$ cat src/rtl/count_by_2.sv
// Counter variant that steps by two; parity of Q changes only via load, clr or reset.
module count_by_2 #(
  parameter int unsigned WIDTH = 8
) (
  input  logic             clk,
  input  logic             reset,
  input  logic [WIDTH-1:0] D,
  input  logic             up,
  input  logic             en,
  input  logic             clr,
  input  logic             load,
  output logic [WIDTH-1:0] Q
);

  counter #(
    .WIDTH(WIDTH),
    .STEP (2)
  ) u_counter (
    .clk  (clk),
    .reset(reset),
    .D    (D),
    .up   (up),
    .en   (en),
    .clr  (clr),
    .load (load),
    .Q    (Q)
  );

endmodule

$ cat src/rtl/counter.sv
// Up/down counter with synchronous reset, clear and parallel load.
// Counts by STEP (1 or 2) modulo 2^WIDTH; Q comes straight from the state register.
module counter #(
  parameter int unsigned WIDTH = 8,
  parameter int unsigned STEP  = 1
) (
  input  logic             clk,
  input  logic             reset,
  input  logic [WIDTH-1:0] D,
  input  logic             up,
  input  logic             en,
  input  logic             clr,
  input  logic             load,
  output logic [WIDTH-1:0] Q
);

  // Truncating STEP to WIDTH bits keeps the add/subtract modulo 2^WIDTH.
  localparam logic [WIDTH-1:0] StepVal = WIDTH'(STEP);

  logic [WIDTH-1:0] q_d, q_q;

  always_comb begin
    q_d = q_q;
    if (clr) begin
      q_d = '0;
    end else if (load) begin
      q_d = D;
    end else if (en) begin
      q_d = up ? (q_q + StepVal) : (q_q - StepVal);
    end
  end

  always_ff @(posedge clk) begin
    if (reset) begin
      q_q <= '0;
    end else begin
      q_q <= q_d;
    end
  end

  assign Q = q_q;

`ifndef SYNTHESIS
  always @(posedge clk) begin
    assert (!$isunknown({reset, clr, load, en}))
      else $error("counter: X/Z on a control input");
  end
`endif

endmodule

$ cat config.mk
export PLATFORM = sky130hd
export DESIGN_NAME = count_by_2
export DESIGN_NICKNAME = d
export VERILOG_FILES = /design/src/rtl/count_by_2.sv /design/src/rtl/counter.sv
export SDC_FILE = /design/constraint.sdc
export NUM_CORES = 1
export LEC_CHECK = 0
export ABC_AREA = 1
export CORE_MARGIN = 3
export CORE_UTILIZATION = 40
export DETAILED_ROUTE_END_ITERATION = 8
export GPL_ROUTABILITY_DRIVEN = 0
export HOLD_SLACK_MARGIN = 0.02
export PLACE_DENSITY = 0.77
export SYNTH_ARGS = -nofsm -noshare
export SYNTH_HDL_FRONTEND = slang
export SYNTH_SLANG_ARGS = --single-unit
$ cat constraint.sdc
create_clock -name clk -period 2.2 [get_ports clk]
set_input_delay 0.66 -clock clk [delete_from_list [all_inputs] [get_ports clk]]
set_output_delay 0.66 -clock clk [all_outputs]
set_load 0.02 [all_outputs]
==> results of run 1 <==
## where the power goes
part	total, mW	leakage (nW)	switching, mW	internal, mW
registers	0.158	0.0654	0.00675	0.151
logic	0.131	0.334	0.0629	0.0683
clock network	0.110	0.0138	0.0480	0.0623
total	0.400	0.413	0.118	0.282
## worst paths after layout
kind                                             startpoint                           to  cells after the start
worst max-delay path                                     up  u_counter.Q[4]$_SDFFE_PP0N_                      8
worst max register to register  u_counter.Q[1]$_SDFFE_PP0N_  u_counter.Q[7]$_SDFFE_PP0N_                      8
worst min register to register  u_counter.Q[0]$_SDFFE_PP0P_  u_counter.Q[0]$_SDFFE_PP0P_                      2
worst min-delay path            u_counter.Q[0]$_SDFFE_PP0P_  u_counter.Q[0]$_SDFFE_PP0P_                      2
## Yosys cell counts
cell                       instances  area [um2]
sky130_fd_sc_hd__a21oi_1           8        40.0
sky130_fd_sc_hd__nor2_4            1        11.3
sky130_fd_sc_hd__xor2_1            1        8.76
sky130_fd_sc_hd__inv_1             8        30.0
sky130_fd_sc_hd__a22oi_1           4        30.0
sky130_fd_sc_hd__fa_1              1        20.0
sky130_fd_sc_hd__ha_1              5        62.6
sky130_fd_sc_hd__buf_2             1        5.00
sky130_fd_sc_hd__inv_2             2        7.51
sky130_fd_sc_hd__nand3_2           2        20.0
sky130_fd_sc_hd__clkinv_1          1        3.75
sky130_fd_sc_hd__nor2_1            4        15.0
sky130_fd_sc_hd__o21ai_1           1        5.00
sky130_fd_sc_hd__a31oi_1           1        6.26
sky130_fd_sc_hd__nand4_1           1        6.26
sky130_fd_sc_hd__or2_4             1        8.76
sky130_fd_sc_hd__nand3_1           8        40.0
sky130_fd_sc_hd__a21oi_2           1        8.76
sky130_fd_sc_hd__o211ai_1          1        7.51
sky130_fd_sc_hd__or2_1             1        6.26
sky130_fd_sc_hd__nand2_1          24        90.1
sky130_fd_sc_hd__nand2_2           2        12.5
sky130_fd_sc_hd__dfxtp_1           8         160
## stage by stage
stage                     setup WS, ns  cell area (um2)  cells  hold slack [ns]  power [mW]
after floorplan                  0.475              606     87            0.536       0.233
after global placement          -0.102              867    127            0.459       0.289
after detailed placement        -0.120              867    127            0.464       0.292
after CTS                        0.131              890    130            0.475       0.404
after global routing            0.0476              890    130            0.508       0.426
final                            0.175              890    130            0.471       0.400
## logic make-up (layout without fill, tap and decap cells)
kind of cell             after synthesis  count (layout)  share of synthesized area
AND/OR/NAND/NOR                       44              44                      0.347
AO/OA/AOI/OAI                         16              16                      0.161
buffers and inverters                 12              40                     0.0764
flip-flops                             8               8                      0.264
adder cells (fa/ha/maj)                6               6                      0.136
XOR/XNOR                               1               1                     0.0145
## per-layer routing
metal  vias up  part of all wire  wire length [um]  track usage
met4         0            0.0055                 8       0.0526
li1        350                 -                 -            -
met2        13              0.46               660        0.264
met1       280              0.51               739        0.245
met5         -                 0                 0            0
met3         2             0.030                43       0.0239
## cell usage in the layout, fill, tap and decap left out, drive strengths merged
cell / synthesis / routed
clkinv: 1 / 1
or2: 2 / 2
nor2: 5 / 5
a21oi: 9 / 9
fa: 1 / 1
a31oi: 1 / 1
dfxtp: 8 / 8
ha: 5 / 5
o21ai: 1 / 1
clkdlybuf4s50: 0 / 21
a22oi: 4 / 4
o211ai: 1 / 1
xor2: 1 / 1
nand4: 1 / 1
inv: 10 / 10
nand3: 10 / 10
buf: 1 / 5
nand2: 26 / 26
clkbuf: 0 / 3
## critical path, delay by kind of cell
kind | cells | cell delay [ns]
AOI/OAI and AO/OA | 1 | 0.06
and+or+nand+nor | 4 | 0.51
adders and majority gates | 1 | 0.34
buffers and inverters | 2 | 0.59
## area by class of cell
class / instances / area share
Multi-Input combinational cell: 67 / 0.449
Timing Repair Buffer: 26 / 0.278
Sequential cell: 8 / 0.180
Inverter: 11 / 0.0464
Clock buffer: 3 / 0.0253
Tap cell: 15 / 0.0211
==> results.md, run 1 <==
Logic synthesis:
- The count of mapped cells out of synthesis is 87.
- The total of flip-flops plus latches after synthesis is 8.
- The average footprint of a synthesized cell is slightly below 7 um2.
- After synthesis, the netlist uses 23 different library cells.
- Of the synthesized area, sequential elements account for 0.264.
- For this run, the number of Yosys warnings is 0.
- The synthesized netlist net count is between 100 and 150.
- The cell area that synthesis handed to floorplanning was 606 um2.

Layout:
- Measured on the finished design, the core utilization comes to 0.651.
- In the final layout, the multi-input gates occupy between 300 and 400 um2.
- Across the whole layout, storage elements account for roughly 160 um2.
- The ratio of cells with drive above 1 in the final layout is 0.157.
- The flip-flop count of the largest register, all copies and words added is 8.
- The number of diodes added for antenna fixing is 0.
- The number of nets in the finished design is between 100 and 150.
- The number of fill cells in the layout is 125.
- The signed area change from the synthesized netlist to the final layout is 46.9%.

Routing:
- For this block, the initial DRC count from the detailed router was 10.
- For this run, design rule violations remaining after detail routing come to 0.
- Wires add up to about 1.5 mm.
- The wire length per cell after detailed routing is between 10 and 15 um.
- The count of nets left with antenna violations once routing finished came out at 0.
- The final route contains between 600 and 700 vias.
- After detailed routing, the number of vias per cell comes to 4.96.
- The detailed-router iteration count before antenna repair is 6.

Power and ir drop:
- The maximum resistive drop on vdd is ~0.41 mV.
- The leakage dissipation is around 0.41 nW.
- Dividing total power by cell area gives a power density of 449 mW/mm2.

Setup path:
- STA puts the critical path data arrival time at between 2 and 2.5 ns.
- Traced cell by cell, the critical path runs through clkdlybuf4s50_1, inv_2, ha_1, nand2_1, nand3_1, or2_1, nand3_1, a21oi_1.
- The critical path's largest stage delay is around 0.5 ns.
- The critical path is of the in -> reg type.
- Setup slack on the worst reg-to-reg path comes out at approximately 0.8 ns.
- The type of destination of the critical path is a flop.
- Among all stages on the critical path, the largest delay is contributed by sky130_fd_sc_hd__clkdlybuf4s50_1.
- The critical path's most frequent cell is sky130_fd_sc_hd__nand3_1.
- STA puts the critical path data required time at 2.33 ns.
- The worst setup path is launched from a primary input.
- Along the worst path, the maximum fanout reaches 6.

Clocking:
- The later-pin clock latency in the skew report is about 0.24 ns.
- The clock net sink count is 8.
- The buffer type at the clock tree root is sky130_fd_sc_hd__clkbuf_4.
- The post-cts gate resize count is 0.
- In this run the number of H-tree levels came out at 1.
- The number of hold buffers added after cts is 0.
- The TritonCTS buffer count is 3.
- The clock tree from TritonCTS is built.
- The number of setup buffers added after CTS is 0.
- The clock passes through at most 2 buffers.
- Clock-pin slew was measured on the worst setup and hold paths at approximately 0.060 ns.

Floorplan:
- The core region is 0.00137 mm2.
- The standard-cell row count is 13.
- 22 I/O pins were placed.
- The effective utilization at floorplan is 0.443.
- The floorplan step set the die width to 44.9 um.
- The die is approximately 45 um tall.
- The die covers about 0.002 mm2.

Flow run:
- Max-cap violations in this run came to 0.

GRT:
- The pin count of the biggest net entering global routing is 8.
- After global routing the overflow that remains totals 0.
- The total routing usage reported by global routing is 0.171.
- The initial antenna violation count is 0.
- The number of global-route vias before repair is 608.
- The first-pass GRT wire length is 2.59 mm.

Placed design:
- In this run the tool buffered the top-level ports with 21 buffer cells.
- The HPWL after detailed placement is between 1 and 1.5 mm.

STA:
- Setup violations remaining at the end of the flow were counted as 0.
- The number of hold-slack violations in the final timing report is 0.
- The minimum clock period after layout is between 2 and 2.5 ns.
- In the finished design, the share of the clock period the worst path needs comes to 0.920.
- Setup repair after global routing left no endpoint under its margin.
- The number of pins exceeding their max-slew limit in the final report came to 0.
- The clock arrives with around 0.001 ns of skew.
- The final sum of negative setup slack is 0 ns.
- The slew at the pin closest to its max-slew limit is about 0.31 ns.
- In this run the tightest slew margin relative to its limit is 0.789.
- The highest attainable clock frequency is 0.494 GHz.

Hold path:
- The type of the worst min-delay path is reg -> reg.

Run status:
- The run finished with clean final reports.
(Power assumes the default switching activity.)
==> inputs of run 2 (changes only) <==
- CTS_CLUSTER_SIZE: not set -> 25
==> results of run 2 <==
Same layout as run 1: the final DEF is identical, and so are final timing and power.
